**config.mk**
```make
export PLATFORM = sky130hd
export DESIGN_NAME = cflog_tx_sequencer
export DESIGN_NICKNAME = d
export VERILOG_FILES = /design/src/rtl/cflog_tx_sequencer.sv
export SDC_FILE = /design/constraint.sdc
export NUM_CORES = 1
export LEC_CHECK = 0
export ABC_CLOCK_PERIOD_IN_PS = 3800
export CORE_AREA = 2 2 77 79
export CTS_BUF_LIST = sky130_fd_sc_hd__clkbuf_2
export CTS_CLUSTER_SIZE = 24
export DETAILED_ROUTE_END_ITERATION = 7
export DIE_AREA = 0 0 79 81
export PLACE_DENSITY = 0.84
export RECOVER_POWER = 25
export SLEW_MARGIN = 10
export SYNTH_ARGS = -nofsm -noshare
export SYNTH_HDL_FRONTEND = slang
export SYNTH_SLANG_ARGS = --single-unit
```
**constraint.sdc**
```tcl
create_clock -name clk -period 3.8 [get_ports clk]
set_input_delay 0.76 -clock clk [delete_from_list [all_inputs] [get_ports clk]]
set_output_delay 0.76 -clock clk [all_outputs]
set_load 0.01 [all_outputs]
```
**src/rtl/cflog_tx_sequencer.sv**
```systemverilog
// Streams LEN CFLog words to omsp_uart as MSB-first byte pairs after an acfa_nmi trigger.
// Optional checksum trailer byte when CFLOG_CHKSUM_EN is defined.
module cflog_tx_sequencer #(
  parameter int unsigned LOG_AW       = 6,
  parameter int unsigned TRIG_TIMEOUT = 32,
  parameter int unsigned MAX_RETRY    = 3
) (
  input  logic              clk,
  input  logic              puc_rst,
  input  logic              acfa_nmi,
  input  logic [LOG_AW:0]   log_len,
  output logic              read_en,
  output logic [LOG_AW-1:0] read_addr,
  input  logic [15:0]       read_val,
  output logic              data_tx_wr,
  output logic [7:0]        tx_byte,
  input  logic              tx_triggered,
  input  logic              txfer_done,
  output logic              busy,
  output logic              done,
  output logic              abort
);

  localparam int unsigned LEN_W = LOG_AW + 1;
  localparam int unsigned DEPTH = 2 ** LOG_AW;
  localparam int unsigned TMR_W = $clog2(TRIG_TIMEOUT + 1);
  localparam int unsigned RTY_W = $clog2(MAX_RETRY + 2);

  localparam logic [LEN_W-1:0] DEPTH_L  = LEN_W'(DEPTH);
  localparam logic [TMR_W-1:0] TMR_LAST = TMR_W'(TRIG_TIMEOUT - 1);
  localparam logic [RTY_W-1:0] RTY_MAX  = RTY_W'(MAX_RETRY);

  typedef enum logic [3:0] {
    S_IDLE,
    S_RD,
    S_RDW,
    S_LOAD,
    S_STROBE,
    S_WTRIG,
    S_WDONE,
    S_NEXT,
`ifdef CFLOG_CHKSUM_EN
    S_CHK,
`endif
    S_FIN
  } state_t;

  // State entered once the word stream is exhausted (trailer or finish)
`ifdef CFLOG_CHKSUM_EN
  localparam state_t S_TAIL = S_CHK;
`else
  localparam state_t S_TAIL = S_FIN;
`endif

  state_t            state_q, state_d;
  logic [LEN_W-1:0]  len_q, len_d;
  logic [LEN_W-1:0]  cnt_q, cnt_d;
  logic [LOG_AW-1:0] addr_q, addr_d;
  logic [15:0]       word_q, word_d;
  logic              hi_q, hi_d;
  logic [TMR_W-1:0]  timer_q, timer_d;
  logic [RTY_W-1:0]  retry_q, retry_d;
  logic [7:0]        tx_byte_q, tx_byte_d;
  logic              rd_en_q, rd_en_d;
  logic              wr_q, wr_d;
  logic              busy_q, busy_d;
  logic              done_q, done_d;
  logic              abort_q, abort_d;
`ifdef CFLOG_CHKSUM_EN
  logic [7:0]        xor_q, xor_d;
  logic              trailer_q, trailer_d;
`endif

  // State register and datapath flops
  always_ff @(posedge clk or posedge puc_rst) begin
    if (puc_rst) begin
      state_q   <= S_IDLE;
      len_q     <= '0;
      cnt_q     <= '0;
      addr_q    <= '0;
      word_q    <= '0;
      hi_q      <= 1'b0;
      timer_q   <= '0;
      retry_q   <= '0;
      tx_byte_q <= '0;
      rd_en_q   <= 1'b0;
      wr_q      <= 1'b0;
      busy_q    <= 1'b0;
      done_q    <= 1'b0;
      abort_q   <= 1'b0;
    end else begin
      state_q   <= state_d;
      len_q     <= len_d;
      cnt_q     <= cnt_d;
      addr_q    <= addr_d;
      word_q    <= word_d;
      hi_q      <= hi_d;
      timer_q   <= timer_d;
      retry_q   <= retry_d;
      tx_byte_q <= tx_byte_d;
      rd_en_q   <= rd_en_d;
      wr_q      <= wr_d;
      busy_q    <= busy_d;
      done_q    <= done_d;
      abort_q   <= abort_d;
    end
  end

`ifdef CFLOG_CHKSUM_EN
  always_ff @(posedge clk or posedge puc_rst) begin
    if (puc_rst) begin
      xor_q     <= '0;
      trailer_q <= 1'b0;
    end else begin
      xor_q     <= xor_d;
      trailer_q <= trailer_d;
    end
  end
`endif

  // Next-state and output decode
  always_comb begin
    state_d   = state_q;
    len_d     = len_q;
    cnt_d     = cnt_q;
    addr_d    = addr_q;
    word_d    = word_q;
    hi_d      = hi_q;
    timer_d   = timer_q;
    retry_d   = retry_q;
    tx_byte_d = tx_byte_q;
    abort_d   = 1'b0;
`ifdef CFLOG_CHKSUM_EN
    xor_d     = xor_q;
    trailer_d = trailer_q;
`endif

    case (state_q)
      S_IDLE: begin
        if (acfa_nmi) begin
          len_d   = (log_len > DEPTH_L) ? DEPTH_L : log_len;
          cnt_d   = '0;
          addr_d  = '0;
          state_d = S_RD;
`ifdef CFLOG_CHKSUM_EN
          xor_d     = '0;
          trailer_d = 1'b0;
`endif
        end
      end
      S_RD:   state_d = (len_q == '0) ? S_TAIL : S_RDW;
      S_RDW: begin
        word_d  = read_val;
        state_d = S_LOAD;
      end
      S_LOAD: begin
        hi_d      = 1'b1;
        retry_d   = '0;
        tx_byte_d = word_q[15:8];
        state_d   = S_STROBE;
      end
      S_STROBE: begin
        timer_d = '0;
        state_d = S_WTRIG;
      end
      S_WTRIG: begin
        // A late tx_triggered always wins over the timeout in the same cycle
        if (tx_triggered) begin
          state_d = txfer_done ? S_NEXT : S_WDONE;
        end else if (timer_q == TMR_LAST) begin
          if (retry_q == RTY_MAX) begin
            abort_d = 1'b1;
            state_d = S_IDLE;
          end else begin
            retry_d = retry_q + RTY_W'(1);
            state_d = S_STROBE;
          end
        end else begin
          timer_d = timer_q + TMR_W'(1);
        end
      end
      S_WDONE: begin
        if (txfer_done) state_d = S_NEXT;
      end
      S_NEXT: begin
        retry_d = '0;
`ifdef CFLOG_CHKSUM_EN
        if (!trailer_q) xor_d = xor_q ^ tx_byte_q;
        if (trailer_q) state_d = S_FIN;
        else
`endif
        if (hi_q) begin
          hi_d      = 1'b0;
          tx_byte_d = word_q[7:0];
          state_d   = S_STROBE;
        end else begin
          cnt_d   = cnt_q + LEN_W'(1);
          addr_d  = addr_q + LOG_AW'(1);
          state_d = (cnt_d == len_q) ? S_TAIL : S_RD;
        end
      end
`ifdef CFLOG_CHKSUM_EN
      S_CHK: begin
        trailer_d = 1'b1;
        retry_d   = '0;
        tx_byte_d = xor_q;
        state_d   = S_STROBE;
      end
`endif
      S_FIN:   state_d = S_IDLE;
      default: state_d = S_IDLE;
    endcase

    // Registered strobes line up with the state they belong to
    rd_en_d = (state_d == S_RD) && (len_d != '0);
    wr_d    = (state_d == S_STROBE);
    busy_d  = (state_d != S_IDLE);
    done_d  = (state_d == S_FIN);
  end

  assign read_en    = rd_en_q;
  assign read_addr  = addr_q;
  assign data_tx_wr = wr_q;
  assign tx_byte    = tx_byte_q;
  assign busy       = busy_q;
  assign done       = done_q;
  assign abort      = abort_q;

endmodule

```
# == Word-level counts from Yosys, hierarchy flattened ==
# Cells that the tools add are included.
# classes
addsub,4
n_mul,0
div,0
order_cmp,1
eq_ne,20
shift,0
mux,33
bitwise,0
reduce_logical,14
# op_table
op,n
2-to-1 mux 7 bit,5
case mux 4 bit (8 select lines),1
2-to-1 mux 4 bit,7
2-to-1 mux 6 bit,4
case mux 6 bit (2 select lines),2
equality test 4 x 3 -> 1 bit (second input constant),5
case mux 8 bit (2 select lines),1
inequality test 2 bit (second input constant),7
case mux 7 bit (2 select lines),1
adder 6 x 1 -> 6 bit (second input constant),2
2-to-1 mux 3 bit,4
equality test 4 x 1 -> 1 bit (second input constant),2
equality test 4 x 2 -> 1 bit (second input constant),2
2-to-1 mux 8 bit,1
nonzero test 2 bit,4
adder 7 x 1 -> 7 bit (second input constant),1
equality test 7 bit,1
greater-than comparator 7 bit (second input constant),1
zero test 7 bit,1
nonzero test 7 bit,1
equality test 6 x 5 -> 1 bit (second input constant),1
case mux 3 bit (2 select lines),1
AND reduction 3 bit,2
2-to-1 mux 1 bit,5
10 further kinds,10
# totals
ff_bits,63
latch_bits,0
ram_bits,0
romBits,0
in_bits,28
out_inout_bits,19
mem_count,0

# == Depth between registers and ports, before layout ==
# logic_depth
word_depth,7
ltp_mapped,7
depth_no_buf,6

# == Worst setup path before layout ==
# OpenSTA, ideal clock, no wires.
# synth_timing
path_kind,input to register
startpoint,input log_len[1]
endpoint,"register rd_en_q, in the netlist read_en"
setup_time_ps,122
arrival_ps,1745
t_required_ps,3678
setup_slack_ps,1933
path_stages,4
n_path_buf,0
cell_sequence,or4_1 -> nor3_1 -> o221ai_1 -> o2111a_1
# synth_via
elab_chain_cells,6
# synth_lines
item,line,rtl
from (decl),11,"input logic [LOG_AW:0] log_len,"
greater-than comparator 7 bit,141,len_d = (log_len > DEPTH_L) ? DEPTH_L : log_len;
2-to-1 mux 7 bit *,141,
2-to-1 mux 7 bit *,140,if (acfa_nmi) begin
2-to-1 mux 7 bit *,138,case (state_q)
nonzero test 7 bit *,215,rd_en_d = (state_d == S_RD) && (len_d != '0);
logical AND 1 bit *,215,
via rd_en_d,64,"logic rd_en_q, rd_en_d;"
to (signal assigned),101,rd_en_q <= rd_en_d;
to (decl),64,
# The timed path passes the listed nets; every way through them passes the cells marked *.
# A chain may end at the register's enable or synchronous reset.

# == Worst setup path after layout ==
# layout_timing
startpoint,register state_q[2]
endpoint,register cnt_q[5]
# layout_via
elab_chain_cells,3
word_cells_on_any_way,7
# layout_lines
item,line,rtl
from (decl),55,"state_t state_q, state_d;"
from (signal assigned),92,state_q <= state_d;
equality test 4 x 3 -> 1 bit or zero test 4 bit (tied branches),138,
inequality test 2 bit (no source line) or nonzero test 2 bit (tied branches),n/a,
AND reduction 3 bit (no source line),n/a,
to (signal assigned),94,cnt_q <= cnt_d;
to (decl),57,"logic [LEN_W-1:0] cnt_q, cnt_d;"
# Several ways; a longest one is shown, not always the timed one.

==> impl_metrics.csv <==
group,metric,value,unit
status,status,"finished with violations",
status,failed_checks,"max-capacitance violations, max-slew violations",
worst_setup_path,cp_max_fo,13,
worst_setup_path,arrival,3.22,ns
layout,layout_common_cells,"dfrtp_1 (63), clkdlybuf4s50_1 (45), nand2_1 (41), nor2_1 (23), o21ai_0 (23)",
worst_setup_path,reg2reg_from,"state_q[2]$_DFF_PP0_",
worst_setup_path,endpoint_kind,"flop",
clocking,cts_resized,0,
worst_setup_path,cp_top_family,"simple AND/OR/NAND/NOR gates",
placed_design,port_buffers,46,
pwr,sw_frac_of_total,40.9,%
drt,dr_wl_met3,267,um
yosys,synth_edf_count,0,
worst_setup_path,slowest_stage,"nor2b_1",
drt,firstDrtPassIters,5,
floorplan,dieWidth,79,um
worst_setup_path,startpoint_type,"flop",
yosys,ys_ff_latch,63,
worst_setup_path,criticalPathCategory,"reg2reg",
global_routing,grt_pass1_vias,2154,
yosys,synth_area_leaders,"dfrtp_1 (49%), nand2_1 (4.8%), o21ai_0 (3.6%)",
yosys,dominantRegCellSynth,"dfrtp_1",
placed_design,place_congestion,0.826,
floorplan,floorplan.rows,28,
timing,post-route-period-util,73.9,%
layout,diodes,0,
flow_run,max_cap_viol_count,1,
clocking,tritoncts,"done",
timing,fin_tns_setup,0,ns
pwr,p_seq_share,44.6,%
drt,final_antenna_net_count,0,
min_path,min_from,"tx_byte[7]$_DFFE_PP0P_",
timing,report.final.setup_viol,0,
drt,drt_iter0_drc,125,
yosys,synth_cell_types,59,
clocking,clock_latency,0.53,ns
floorplan,pin_count,47,
drt,met2_wirelength,3.17,mm
drt,wire_per_inst,15.3,um
clocking,clock_sinks,63,
global_routing,grt_overflow,0,
yosys,synthDominantCellAreaShare,49.2,%
global_routing,track_usage,20.7,%
timing,slew_violations,33,
clocking,clock-root-buffer,"clkbuf_2",
timing,hold_viol_final,0,
worst_setup_path,crit_chain,"and4b_1 -> nor2b_1 -> nor2_1 -> o21ai_0 -> o41ai_1",
yosys,synth_cells,292,
pwr,power.switching,1.07,mW
clocking,cts_setup_buffers,0,
floorplan,dieArea,6400,um^2
floorplan,coreArea,5680,um^2
pwr,cellPowerDensity,691,nW/um^2
drt,top_layer,"met4",
pwr,clockPowerShare,13.7,%
global_routing,antenna_found_initial,0,
timing,tightest_slew,1.59,ns
yosys,yosysTopAreaCell,"dfrtp_1",
layout,nNetsFinal,373,
layout,final_common_cell,"dfrtp_1",
drt,drt-met1-wl,2.85,mm
clocking,clk_pin_slew,0.21,ns
global_routing,grt_max_degree,33,
timing,relSlewSlack,-5.91,%
worst_setup_path,critPathBufInv,0,
placed_design,dp_hpwl,4.65,mm
layout,drive_gt1_share,12.2,%
pwr,combPwrFrac,41.7,%
timing,rsz0062_at_grt,"false",
layout,final-seq-area,1580,um^2
global_routing,grt_first_pass_wirelength,10.0,mm
yosys,netlist_area,3210,um^2
yosys,ys_seq_area_share,49.2,%
min_path,hold_class,"reg2reg",
pwr,power_leakage,1.62,nW
floorplan,die-height,81,um
drt,via_per_inst,5.66,
yosys,ys.warnings.count,0,
yosys,async_reset_ff_share,100,%
clocking,h-tree-depth,3,
pwr,ir_drop,0.000428,V
clocking,cts_buffers,9,
drt,route.detailed.drc,0,
clocking,clockBufferDepth,2,
timing,fmaxAchievable,0.356,GHz
layout,nFillCells,463,
worst_setup_path,cp.required,4.21,ns
pwr,totalPowerFinal,2.61,mW
drt,vias,2377,
drt,wirelength,6.42,mm
worst_setup_path,worstSetupStartpoint,"state_q[2]$_DFF_PP0_",
layout,syn_to_final_growth,17.6,%
layout,multi_input_area,1520,um^2
worst_setup_path,timing.critical_path.slowest_cell_delay,0.77,ns
yosys,syn_avg_cell_area,11.0,um^2
timing,clock_skew,0.0245,ns
pwr,p_int,1.54,mW
clocking,ctsHoldBuffers,0,
timing,layout_min_cycle_time,2.81,ns
floorplan,initial_core_util,56.5,%
yosys,synth_fp_nets,325,
## logic make-up after synthesis
logic type / Yosys count / share of synthesized area (%)
xor+xnor: 20 / 5.89
compound gates: 60 / 13.7
simple gates: 111 / 20.0
flops: 63 / 49.2
buf+inv: 16 / 3.39
mux: 17 / 5.93
fa+ha+maj: 5 / 1.95
## power by group through the flow
| stage | sequential (mW) | combinational (mW) | clock (mW) |
|---|---|---|---|
| floorplan | 1.09 | 0.879 | 0 |
| global placement | 1.16 | 1.05 | 0 |
| finish | 1.16 | 1.09 | 0.356 |
| detailed placement | 1.17 | 1.09 | 0 |
| CTS | 1.16 | 1.10 | 0.357 |
| global route | 1.20 | 1.20 | 0.391 |
## routing by layer
layer	global-route usage (%)	vias up
li1	-	1146
met1	26.7	1144
met2	34.3	72
met3	3.11	15
met4	10.5	0
met5	0	-
## worst register-to-register path, cell delays in order (launching register included)
cell and delay [ns]:
dfrtp_1 0.71, and4b_1 0.54, nor2b_1 0.77, nor2_1 0.34, o21ai_0 0.26, o41ai_1 0.11
## stage by stage
step                      std cells  utilization, %  setup slack (ns)  hold WS (ns)  instance area [um^2]
after floorplan                 292               -              1.47         0.459                  3210
after global placement          404            64.9              1.16         0.463                  3690
after detailed placement        404            64.9              1.02         0.470                  3690
after CTS                       420            66.6             0.993         0.454                  3780
after global routing            420            66.5             0.797         0.544                  3770
final                           420            66.5             0.991         0.507                  3770
## Yosys cell counts (all sizes together) (4+ instances only)
master	instances
nor2	23
xnor2	7
nand3	5
nor3	7
dfrtp	63
a21oi	5
buf	10
ha	5
xor2	12
mux2	16
a22oi	9
and3	4
nand2	41
inv	5
o21ai	23
nand3b	7
## path summary, 6_finish.rpt
| kind | endpoint | slack (ns) | depth (start not counted) |
|---|---|---|---|
| min | tx_byte[7]$_DFFE_PP0P_ | 0.51 | 2 |
| max | cnt_q[5]$_DFFE_PP0P_ | 0.99 | 5 |
| max in group asynchronous | retry_q[1]$_DFFE_PP0P_ | 1.31 | 3 |
| min in group asynchronous | read_addr[3]$_DFFE_PP0P_ | 0.66 | 2 |
| min reg2reg | tx_byte[7]$_DFFE_PP0P_ | 0.51 | 2 |
| max reg2reg | cnt_q[5]$_DFFE_PP0P_ | 0.99 | 5 |
## flip-flops by register name, indices dropped and copies added (netlist names)
name and flops:
state_q 4, data_tx_wr 1, retry_q 3, abort 1, read_en 1, read_addr 6, cnt_q 7, hi_q 1
busy 1, word_q 16, timer_q 6, tx_byte 8, len_q 7, done 1
## layout make-up
type / count / share of cell area [%]
clock buffer: 9 / 1.19
clock inverter: 7 / 1.29
inverter: 5 / 0.498
multi-input combinational: 213 / 40.3
sequential: 63 / 41.8
tap: 75 / 2.49
timing repair buffer: 48 / 12.4
No activity file was read; power rests on OpenSTA's default activity.
